### src/rtl/audio_bridge_pkg.sv
// Shared constants and types for audio_stream_bridge: register map, STATUS/CONTROL
// bit positions and the layout of the DATA read word.
package audio_bridge_pkg;

   localparam logic [1:0] REG_DATA    = 2'd0;
   localparam logic [1:0] REG_STATUS  = 2'd1;
   localparam logic [1:0] REG_CONTROL = 2'd2;
   localparam logic [1:0] REG_INFO    = 2'd3;

   localparam int ST_EMPTY = 16;
   localparam int ST_FULL  = 17;
   localparam int ST_OVF   = 18;
   localparam int ST_IRQ   = 19;

   localparam int CTL_WM_IE   = 0;
   localparam int CTL_OVF_IE  = 1;
   localparam int CTL_FLUSH   = 2;
   localparam int CTL_OVF_CLR = 3;
   localparam int CTL_THR_LSB = 16;

   typedef struct packed {
      logic        valid;
      logic [2:0]  rsvd;
      logic [3:0]  channel;
      logic [23:0] sample;
   } data_word_t;

   function automatic int ch_width(int num_ch);
      return (num_ch > 1) ? $clog2(num_ch) : 1;
   endfunction

endpackage

### src/rtl/audio_stream_bridge_if.sv
// Bus-slave and sample-stream signals of audio_stream_bridge; "slave" is the bridge
// side, "master" the HPS/producer side.
interface audio_stream_bridge_if #(
   parameter int DATA_SIZE = 24,
   parameter int CH_W      = 1
);
   logic                 chipselect;
   logic [1:0]           address;
   logic                 read;
   logic                 write;
   logic [31:0]          write_data;
   logic [31:0]          read_data;
   logic                 source_valid;
   logic [DATA_SIZE-1:0] source_data;
   logic [CH_W-1:0]      source_channel;
   logic                 source_ready;
   logic                 irq;

   modport slave (
      input  chipselect, address, read, write, write_data,
      input  source_valid, source_data, source_channel,
      output read_data, source_ready, irq
   );

   modport master (
      output chipselect, address, read, write, write_data,
      output source_valid, source_data, source_channel,
      input  read_data, source_ready, irq
   );
endinterface

### src/rtl/audio_sample_fifo.sv
// Synchronous FIFO with flush; head is visible combinationally so a pop can capture it
// on the same edge that advances the read pointer. A pop at full frees the slot for a push.
module audio_sample_fifo #(
   parameter int WIDTH      = 25,
   parameter int DEPTH      = 64,
   parameter int ADDR_WIDTH = $clog2(DEPTH)
) (
   input  logic                  clk,
   input  logic                  reset,
   input  logic                  push,
   input  logic                  pop,
   input  logic                  flush,
   input  logic [WIDTH-1:0]      push_data,
   output logic [WIDTH-1:0]      head,
   output logic [ADDR_WIDTH:0]   count,
   output logic                  full,
   output logic                  empty
);
   localparam int CW = ADDR_WIDTH + 1;

   logic [WIDTH-1:0]      mem [DEPTH];
   logic [ADDR_WIDTH-1:0] wr_ptr;
   logic [ADDR_WIDTH-1:0] rd_ptr;
   logic                  do_push;
   logic                  do_pop;

   assign empty   = (count == '0);
   assign full    = count[ADDR_WIDTH];
   assign do_pop  = pop && !empty;
   assign do_push = push && !flush && (!full || do_pop);
   assign head    = mem[rd_ptr];

   // NOTE: sample storage has no reset; its contents are meaningless until written,
   // and leaving it out keeps the array mappable onto RAM.
   always_ff @(posedge clk) begin
      if (do_push) mem[wr_ptr] <= push_data;
   end

   // NOTE: state uses non-blocking assignments so every register sees pre-edge values.
   always_ff @(posedge clk) begin
      if (!reset || flush) begin
         wr_ptr <= '0;
         rd_ptr <= '0;
         count  <= '0;
      end else begin
         if (do_push) wr_ptr <= wr_ptr + ADDR_WIDTH'(1);
         if (do_pop)  rd_ptr <= rd_ptr + ADDR_WIDTH'(1);
         count <= count + CW'(do_push) - CW'(do_pop);
      end
   end
endmodule

### src/rtl/audio_stream_bridge.sv
// Channel-tagged audio sample FIFO exposed as a 4-register bus slave with overflow,
// flush and info registers. Define AUDIO_BRIDGE_IRQ_EN to include watermark/overflow irq.
module audio_stream_bridge
   import audio_bridge_pkg::*;
#(
   parameter int DATA_SIZE  = 24,
   parameter int NUM_CH     = 2,
   parameter int DEPTH      = 64,
   parameter int ADDR_WIDTH = $clog2(DEPTH)
) (
   input logic                   clk,
   input logic                   reset,
   audio_stream_bridge_if.slave  bus
);
   localparam int          CH_W      = ch_width(NUM_CH);
   localparam logic [31:0] INFO_WORD = {16'(DEPTH), 8'(NUM_CH), 8'(DATA_SIZE)};

   logic                        wr_en, rd_en, pop_req, flush, ovf_clr;
   logic                        ovf, irq_q, full, empty;
   logic [ADDR_WIDTH:0]         count;
   logic [CH_W+DATA_SIZE-1:0]   head;
   logic [CH_W-1:0]             head_ch;
   logic signed [DATA_SIZE-1:0] head_sample;
   logic [31:0]                 ctrl_word, status_word, rdata_q;
   data_word_t                  data_word;
   logic                        unused_wdata;

   assign wr_en   = bus.chipselect && bus.write;
   assign rd_en   = bus.chipselect && bus.read;
   assign pop_req = rd_en && (bus.address == REG_DATA);
   assign flush   = wr_en && (bus.address == REG_CONTROL) && bus.write_data[CTL_FLUSH];
   assign ovf_clr = wr_en && (bus.address == REG_CONTROL) && bus.write_data[CTL_OVF_CLR];

   assign bus.source_ready = reset && !full;

   audio_sample_fifo #(
      .WIDTH(CH_W + DATA_SIZE), .DEPTH(DEPTH), .ADDR_WIDTH(ADDR_WIDTH)
   ) u_fifo (
      .clk(clk), .reset(reset),
      .push(bus.source_valid), .pop(pop_req), .flush(flush),
      .push_data({bus.source_channel, bus.source_data}),
      .head(head), .count(count), .full(full), .empty(empty)
   );

   assign {head_ch, head_sample} = head;

   // NOTE: every always_comb output gets a default first so no path infers a latch.
   always_comb begin
      data_word = '0;
      if (!empty) begin
         data_word.valid   = 1'b1;
         data_word.channel = 4'(head_ch);
         data_word.sample  = 24'(head_sample);
      end
   end

   // A dropped push only counts when the same-cycle pop did not free a slot.
   always_ff @(posedge clk) begin
      if (!reset)                                       ovf <= 1'b0;
      else if (bus.source_valid && full && !pop_req)    ovf <= 1'b1;
      else if (flush || ovf_clr)                        ovf <= 1'b0;
   end

`ifdef AUDIO_BRIDGE_IRQ_EN
   logic        wm_ie, ovf_ie, wm_hit;
   logic [15:0] threshold, thr_eff;

   assign thr_eff   = (threshold == '0) ? 16'd1 : threshold;
   assign wm_hit    = 32'(count) >= 32'(thr_eff);
   assign ctrl_word = {threshold, 14'b0, ovf_ie, wm_ie};

   always_ff @(posedge clk) begin
      if (!reset) begin
         wm_ie     <= 1'b0;
         ovf_ie    <= 1'b0;
         threshold <= '0;
         irq_q     <= 1'b0;
      end else begin
         if (wr_en && bus.address == REG_CONTROL) begin
            wm_ie     <= bus.write_data[CTL_WM_IE];
            ovf_ie    <= bus.write_data[CTL_OVF_IE];
            threshold <= bus.write_data[CTL_THR_LSB +: 16];
         end
         irq_q <= (wm_ie && wm_hit) || (ovf_ie && ovf);
      end
   end

   assign unused_wdata = ^bus.write_data[15:4];
`else
   assign irq_q        = 1'b0;
   assign ctrl_word    = '0;
   assign unused_wdata = ^{bus.write_data[31:4], bus.write_data[1:0]};
`endif

   assign bus.irq = irq_q;

   always_comb begin
      status_word          = '0;
      status_word[15:0]    = 16'(count);
      status_word[ST_EMPTY] = empty;
      status_word[ST_FULL]  = full;
      status_word[ST_OVF]   = ovf;
      status_word[ST_IRQ]   = irq_q;
   end

   always_ff @(posedge clk) begin
      if (!reset) begin
         rdata_q <= '0;
      end else if (rd_en) begin
         case (bus.address)
            REG_DATA:    rdata_q <= data_word;
            REG_STATUS:  rdata_q <= status_word;
            REG_CONTROL: rdata_q <= ctrl_word;
            default:     rdata_q <= INFO_WORD;
         endcase
      end
   end

   assign bus.read_data = rdata_q;
endmodule

### src/flat_wrapper.sv
// flat-port wrapper written by rule: the top's interface ports become plain ports
module audio_stream_bridge_flat import audio_bridge_pkg::*;
#(
   parameter int DATA_SIZE  = 24,
   parameter int NUM_CH     = 2,
   parameter int DEPTH      = 64,
   parameter int ADDR_WIDTH = $clog2(DEPTH)
)
  (clk, reset, bus_chipselect, bus_address, bus_read, bus_write, bus_write_data, bus_source_valid, bus_source_data, bus_source_channel, bus_read_data, bus_source_ready, bus_irq);
  audio_stream_bridge_if #(.DATA_SIZE(DATA_SIZE), .CH_W((ch_width(NUM_CH)))) bus_i ();
  input logic clk;
  input logic reset;
  input wire logic [$bits(bus_i.chipselect)-1:0] bus_chipselect;
  input wire logic [$bits(bus_i.address)-1:0] bus_address;
  input wire logic [$bits(bus_i.read)-1:0] bus_read;
  input wire logic [$bits(bus_i.write)-1:0] bus_write;
  input wire logic [$bits(bus_i.write_data)-1:0] bus_write_data;
  input wire logic [$bits(bus_i.source_valid)-1:0] bus_source_valid;
  input wire logic [$bits(bus_i.source_data)-1:0] bus_source_data;
  input wire logic [$bits(bus_i.source_channel)-1:0] bus_source_channel;
  output wire logic [$bits(bus_i.read_data)-1:0] bus_read_data;
  output wire logic [$bits(bus_i.source_ready)-1:0] bus_source_ready;
  output wire logic [$bits(bus_i.irq)-1:0] bus_irq;
  assign bus_i.chipselect = bus_chipselect;
  assign bus_i.address = bus_address;
  assign bus_i.read = bus_read;
  assign bus_i.write = bus_write;
  assign bus_i.write_data = bus_write_data;
  assign bus_i.source_valid = bus_source_valid;
  assign bus_i.source_data = bus_source_data;
  assign bus_i.source_channel = bus_source_channel;
  assign bus_read_data = bus_i.read_data;
  assign bus_source_ready = bus_i.source_ready;
  assign bus_irq = bus_i.irq;
  audio_stream_bridge #(.DATA_SIZE(DATA_SIZE), .NUM_CH(NUM_CH), .DEPTH(DEPTH), .ADDR_WIDTH(ADDR_WIDTH)) u_core (.clk(clk), .reset(reset), .bus(bus_i));
endmodule
### config.mk
export PLATFORM = sky130hd
export DESIGN_NAME = audio_stream_bridge_flat
export DESIGN_NICKNAME = d
export VERILOG_FILES = /design/src/rtl/audio_bridge_pkg.sv /design/src/rtl/audio_stream_bridge_if.sv /design/src/rtl/audio_sample_fifo.sv /design/src/rtl/audio_stream_bridge.sv /design/src/flat_wrapper.sv
export SDC_FILE = /design/constraint.sdc
export NUM_CORES = 1
export LEC_CHECK = 0
export ABC_AREA = 1
export BUFFER_PORTS_ARGS = -buffer_cell sky130_fd_sc_hd__buf_2
export CAP_MARGIN = 20
export CORE_ASPECT_RATIO = 0.75
export CORE_MARGIN = 2
export CORE_UTILIZATION = 45
export CTS_CLUSTER_DIAMETER = 40
export DETAILED_ROUTE_END_ITERATION = 6
export PLACE_DENSITY = 0.61
export SYNTH_ARGS = -nofsm -noshare
export SYNTH_HDL_FRONTEND = slang
export SYNTH_SLANG_ARGS = --single-unit
### constraint.sdc
create_clock -name clk -period 3.8 [get_ports clk]
set_input_delay 0.76 -clock clk [delete_from_list [all_inputs] [get_ports clk]]
set_output_delay 0.76 -clock clk [all_outputs]
set_load 0.02 [all_outputs]
# == Yosys cells after proc, flatten, opt, wreduce, memory -nomap -nowiden ==
# Memory sizes are Yosys's and may differ from the RTL's. A register that Yosys moved wholly into a read port is not among the register bits.
# Index checks and enable logic that the tools add are counted.
# classes
n_addsub,4
eq_ne,2
mux,9
n_reduce_logical,23
# op_table
operator,count
32-bit one-hot mux with 3 select lines,1
25-bit two-way mux,1
6-bit by 1-bit adder with 6-bit output (second input constant),2
1-bit logical AND,12
6-bit two-way mux,2
7-bit by 1-bit adder with 7-bit output,1
7-bit zero test,1
7-bit by 1-bit subtractor with 7-bit output,1
1-bit zero test,5
1-bit two-way mux,5
1-bit logical OR,3
2-bit by 1-bit equality test with 1-bit output (second input constant),1
2-bit equality test (second input constant),1
2-bit zero test,1
2-bit nonzero test,1
# word_totals
register_bits,52
ramBits,1600
in_bits,65
output_inout_bits,34
wordCells,44
mem_count,1
# mem_list
memory,words,word_bits,read_ports,rd_clocked_by_memory_dff,wr,line,source
u_core.u_fifo.mem,64,25,1,1,1,audio_sample_fifo.sv:21,logic [WIDTH-1:0] mem [DEPTH];

# == Longest topological paths before layout ==
# depth
ltp_word,8
ltp_mapped,17
mapped_depth_nobuf,17

# == Hierarchy ==
# A second synthesis with hierarchy kept.
# hier_totals
hier_cells,5745
area_unflattened_um2,67742.5
# by_module_without_submodules
module,n_inst,cells_per_inst,area_per_inst_um2,seq_area_each_um2
audio_sample_fifo,1,5562,66344.9,48546.6
audio_stream_bridge,1,183,1397.6,540.5

# == Worst setup path after synthesis ==
# OpenSTA, ideal clock, no wires.
# synth_timing
kind,input port to flip-flop
start,input port bus_address[0]
end,"memory u_core.u_fifo.mem[63][0], enable pin"
setup_ps,441
arrival_ps,3288
t_required_ps,3359
path_slack_ps,72
stages,8
path_buffers,0
cell_sequence,inv_1 > ha_1 > inv_1 > nor2_1 > nand2_2 > nand2_1 > nand3_2 > nor3_1
# synth_between
elab_chain_cells,8
elab_cells_between_ends,12
cone_classes,eq/ne: 1; mux: 2; reduce/logical: 9
# synth_rtl
item,line,source
"start, declared",flat_wrapper.sv:14,input wire logic [$bits(bus_i.address)-1:0] bus_address;
2-bit equality test,audio_stream_bridge.sv:31,assign flush = wr_en && (bus.address == REG_CONTROL) && bus.write_data[CTL_FLUSH];
1-bit logical AND (2 in a row),audio_stream_bridge.sv:31,
1-bit zero test,audio_sample_fifo.sv:30,assign do_push = push && !flush && (!full || do_pop);
1-bit logical AND,audio_sample_fifo.sv:30,
1-bit logical AND *,audio_sample_fifo.sv:30,
1-bit two-way mux *,audio_sample_fifo.sv:36,if (do_push) mem[wr_ptr] <= push_data;
1-bit two-way mux (not written as such) *,audio_sample_fifo.sv:36,
"end, declared",audio_sample_fifo.sv:21,
# Mark *: on every way between the ends. The rest lies on a longest branch, timed or not.

# == Worst setup path in the final report ==
# layout_timing
start,register u_core.u_fifo.count[3]
end,register u_core.u_fifo.count[6]
# layout_between
elab_chain_cells,7
# layout_rtl
item,line,source
"start, declared",audio_sample_fifo.sv:15,"output logic [ADDR_WIDTH:0] count,"
"start signal, assigned",audio_sample_fifo.sv:48,count <= count + CW'(do_push) - CW'(do_pop);
7-bit zero test,audio_sample_fifo.sv:27,assign empty = (count == '0);
1-bit zero test,n/a,
1-bit logical AND,audio_sample_fifo.sv:29,assign do_pop = pop && !empty;
1-bit logical OR,audio_sample_fifo.sv:30,
1-bit logical AND,audio_sample_fifo.sv:30,
7-bit by 1-bit adder with 7-bit output,audio_sample_fifo.sv:48,
7-bit by 1-bit subtractor with 7-bit output *,audio_sample_fifo.sv:48,
# Marks and branches as above.
# A chain may end at the register's enable or synchronous reset.

==> results.yml <==
grt:
  grt_max_degree: 132
  grt.busiest_layer: "met1"
  use_met3: 0.05135
  grt_use_met2: 0.3535
  grtUsageTotal: 0.2432
  grt-ovfl-total: 0
  use_met1: 0.3636
  antenna_found_initial: 8
  grt_pass1_vias: 41040
  grt_first_pass_wirelength_um: 275300
clock_network:
  cts_setup_buffers: 0
  cts_buffers: 163
  ctsRootBufferMaster: "clkbuf_16"
  clock_latency_ns: 0.80
  cts_tree: "built"
  cts_max_path_buffers: 3
  numClockSinks: 1652
  cts_resized: 0
  ctsHtreeMaxLevel: 4
  path_clk_slew_ns: 0.06
  cts_hold_buf: 0
critical_path:
  required_ns: 4.52
  crit_slowest_cell: "fa_1"
  criticalPathCategory: "reg2reg"
  path_max_fanout: 3
  cp_slowest_stage_delay_ns: 0.43
  critPathLaunchType: "register"
  critical_path.cell_chain: "inv_1 -> ha_1 -> nand4_1 -> nand2_2 -> nand2_1 -> nand3_2 -> ha_1 -> inv_1 -> ha_1 -> inv_1 -> fa_1 -> o31ai_1 -> a21oi_1 -> o21bai_1 -> o21ai_0 -> a21oi_1"
  cp_data_arrival_time_ns: 3.76
  endpoint_kind: "register"
synthesis:
  yosys.area.top_type: "edfxtp_1"
  yosysSeqAreaShare: 0.7291
  yosysMostFrequentCell: "nand2_1"
  synth_warnings: 0
  syn_area_mm2: 0.06733
  async_flop_share: 0
  yosys_register_bits: 1652
  syn_avg_cell_area_um2: 11.82
  synth-edff-count: 1600
  synthTopCellsByArea: "edfxtp_1, nand2_1, nand3_1"
  synthCells: 5696
  yosysTopAreaCellShare: 0.7136
  synth.distinct_cells: 37
  synth_common_cells: "nand2_1, edfxtp_1, nand3_1"
  yosys_most_used_dff: "edfxtp_1"
layout:
  drive_gt1_frac: 0.1032
  n_fill_cell: 12780
  fin_nets: 5850
  syn_to_final_growth_pct: 12.19
timing:
  skew_ns: 0.02509
  relSlewSlack: 0.2468
  period_share: 0.8006
  fin_crit_ns: 3.042
  setup_tns_ns: 0
  finalHoldViolCount: 0
  max_freq_mhz: 328.7
  report.final.setup_viol: 0
  rsz0062_at_grt: "false"
  tightest_slew_ns: 1.130
  slew_violations: 0
placement:
  place.gp.congestion: 0.8621
  hpwl_um: 105200
  io_buffers: 61
detailed_routing:
  drt_first_iter_violations: 5655
  drc: 0
  first_pass_iters: 6
  wl_um: 188300
  vias_per_cell: 5.560
  ant_nets: 0
  num_vias: 43850
  wire_per_inst_um: 23.88
power:
  power_density_mw_per_mm2: 520.0
  clock_power_share: 0.412
  pwr-share-seq: 0.514
  pwr-share-comb: 0.074
  power_uw: 39280
  power_switching_uw: 9235
  power.leakage_uw: 0.02684
  p_sw_frac: 0.2351
  peakVddDrop_uv: 488.6
  intPower_uw: 30040
job:
  cap_violations: 0
die:
  die_y_um: 339.0
  die-area_mm2: 0.1528
  die_x_um: 450.6
  ioPinCount: 99
  fp-row-count: 122
  initial_core_util: 0.4547
  core_mm2: 0.1481
run_status:
  outcome: "complete, no violations"
min_path:
  worstHoldPathType: "in2reg"
[worst max-delay path, delay by kind of cell, from the launching register on]
family | cells | cell delay (ns)
buffers and inverters | 3 | 0.22
adder cells (fa/ha/maj) | 4 | 1.12
flip-flops | 1 | 0.40
AND/OR/NAND/NOR | 4 | 0.41
AO/OA/AOI/OAI | 5 | 0.83
[power groups by stage]
stage	combinational (µW)	sequential, µW	clock, µW
2_1_floorplan	1700	20600	0
3_3_place_gp	2820	20600	0
3_5_place_dp	2850	20600	0
4_1_cts	2870	20200	16400
5_1_grt	3160	20200	17100
6_report	2890	20200	16200
[area by class of cell]
type / count / area (µm²) / share of cell area
Sequential cell: 1652 / 49100 / 0.6501
Multi-Input combinational cell: 3642 / 15970 / 0.2114
Clock buffer: 204 / 4360 / 0.05773
Tap cell: 1984 / 2482 / 0.03286
Timing Repair Buffer: 263 / 2435 / 0.03224
Clock inverter: 93 / 960.9 / 0.01272
Inverter: 47 / 222.7 / 0.002949
Antenna cell: 1 / 2.502 / 0.00003313
[cell families after synthesis]
kind of cell / Yosys count / share of synthesized area
and+or+nand+nor: 3549 / 0.2246
other: 1 / 0.00005570
adders and majority gates: 16 / 0.003085
AOI/OAI and AO/OA: 68 / 0.006282
xor gates and xnor gates: 2 / 0.0002602
DFF: 1652 / 0.7291
buffers and inverters: 408 / 0.03667
[final timing paths]
check                                                           start                               endpoint  slack [ns]  cells after the start
worst min-delay path                                 bus_source_valid                u_core.ovf$_SDFFE_PN0P_        0.26                      3
worst min register to register  u_core.bus.read_data[31]$_SDFFE_PN0N_  u_core.bus.read_data[31]$_SDFFE_PN0N_        0.46                      2
worst max-delay path                u_core.u_fifo.count[3]$_SDFF_PP0_      u_core.u_fifo.count[6]$_SDFF_PP0_        0.76                     16
worst max register to register      u_core.u_fifo.count[3]$_SDFF_PP0_      u_core.u_fifo.count[6]$_SDFF_PP0_        0.76                     16
[sequential cells by signal (all words and copies together) (netlist names), named ones only]
| signal | cells |
|---|---|
| u_core.ovf | 1 |
| u_core.u_fifo.mem | 1600 |
| u_core.bus.read_data | 26 |
| u_core.u_fifo.wr_ptr | 6 |
| u_core.u_fifo.rd_ptr | 6 |
| u_core.u_fifo.count | 7 |
[per-stage QoR]
step / setup WS [ns] / instance area [µm²] / util / hold slack, ns / cells
floorplan: 0.07172 / 67350 / - / 0.4343 / 5702
finish: 0.7576 / 75530 / 0.5101 / 0.2615 / 7886
CTS: 0.7650 / 75490 / 0.5098 / 0.2123 / 7883
global placement: 0.2314 / 70150 / 0.4738 / 0.4583 / 7585
global route: 0.4761 / 75530 / 0.5101 / 0.2655 / 7885
detailed placement: 0.2774 / 70170 / 0.4739 / 0.4587 / 7586
[cells in the final DEF (no fill, tap or decap), types with 19 or more instances in the layout]
cell       instances
buf_2             61
a21oi_1           32
inv_1             35
buf_12            49
nand2_1         2086
clkinv_1          25
clkinv_2          20
clkbuf_16        169
nor2_2            62
dfxtp_1           47
buf_4            153
clkbuf_1          35
nor2_1            19
edfxtp_1        1600
nand3_1         1357
[layer usage]
| metal | share of wire | wire length [µm] |
|---|---|---|
| met1 | 0.44 | 82500 |
| met2 | 0.44 | 82510 |
| met3 | 0.098 | 18430 |
| met4 | 0.026 | 4824 |
| met5 | 0.000048 | 9 |
(Power assumes the default switching activity.)
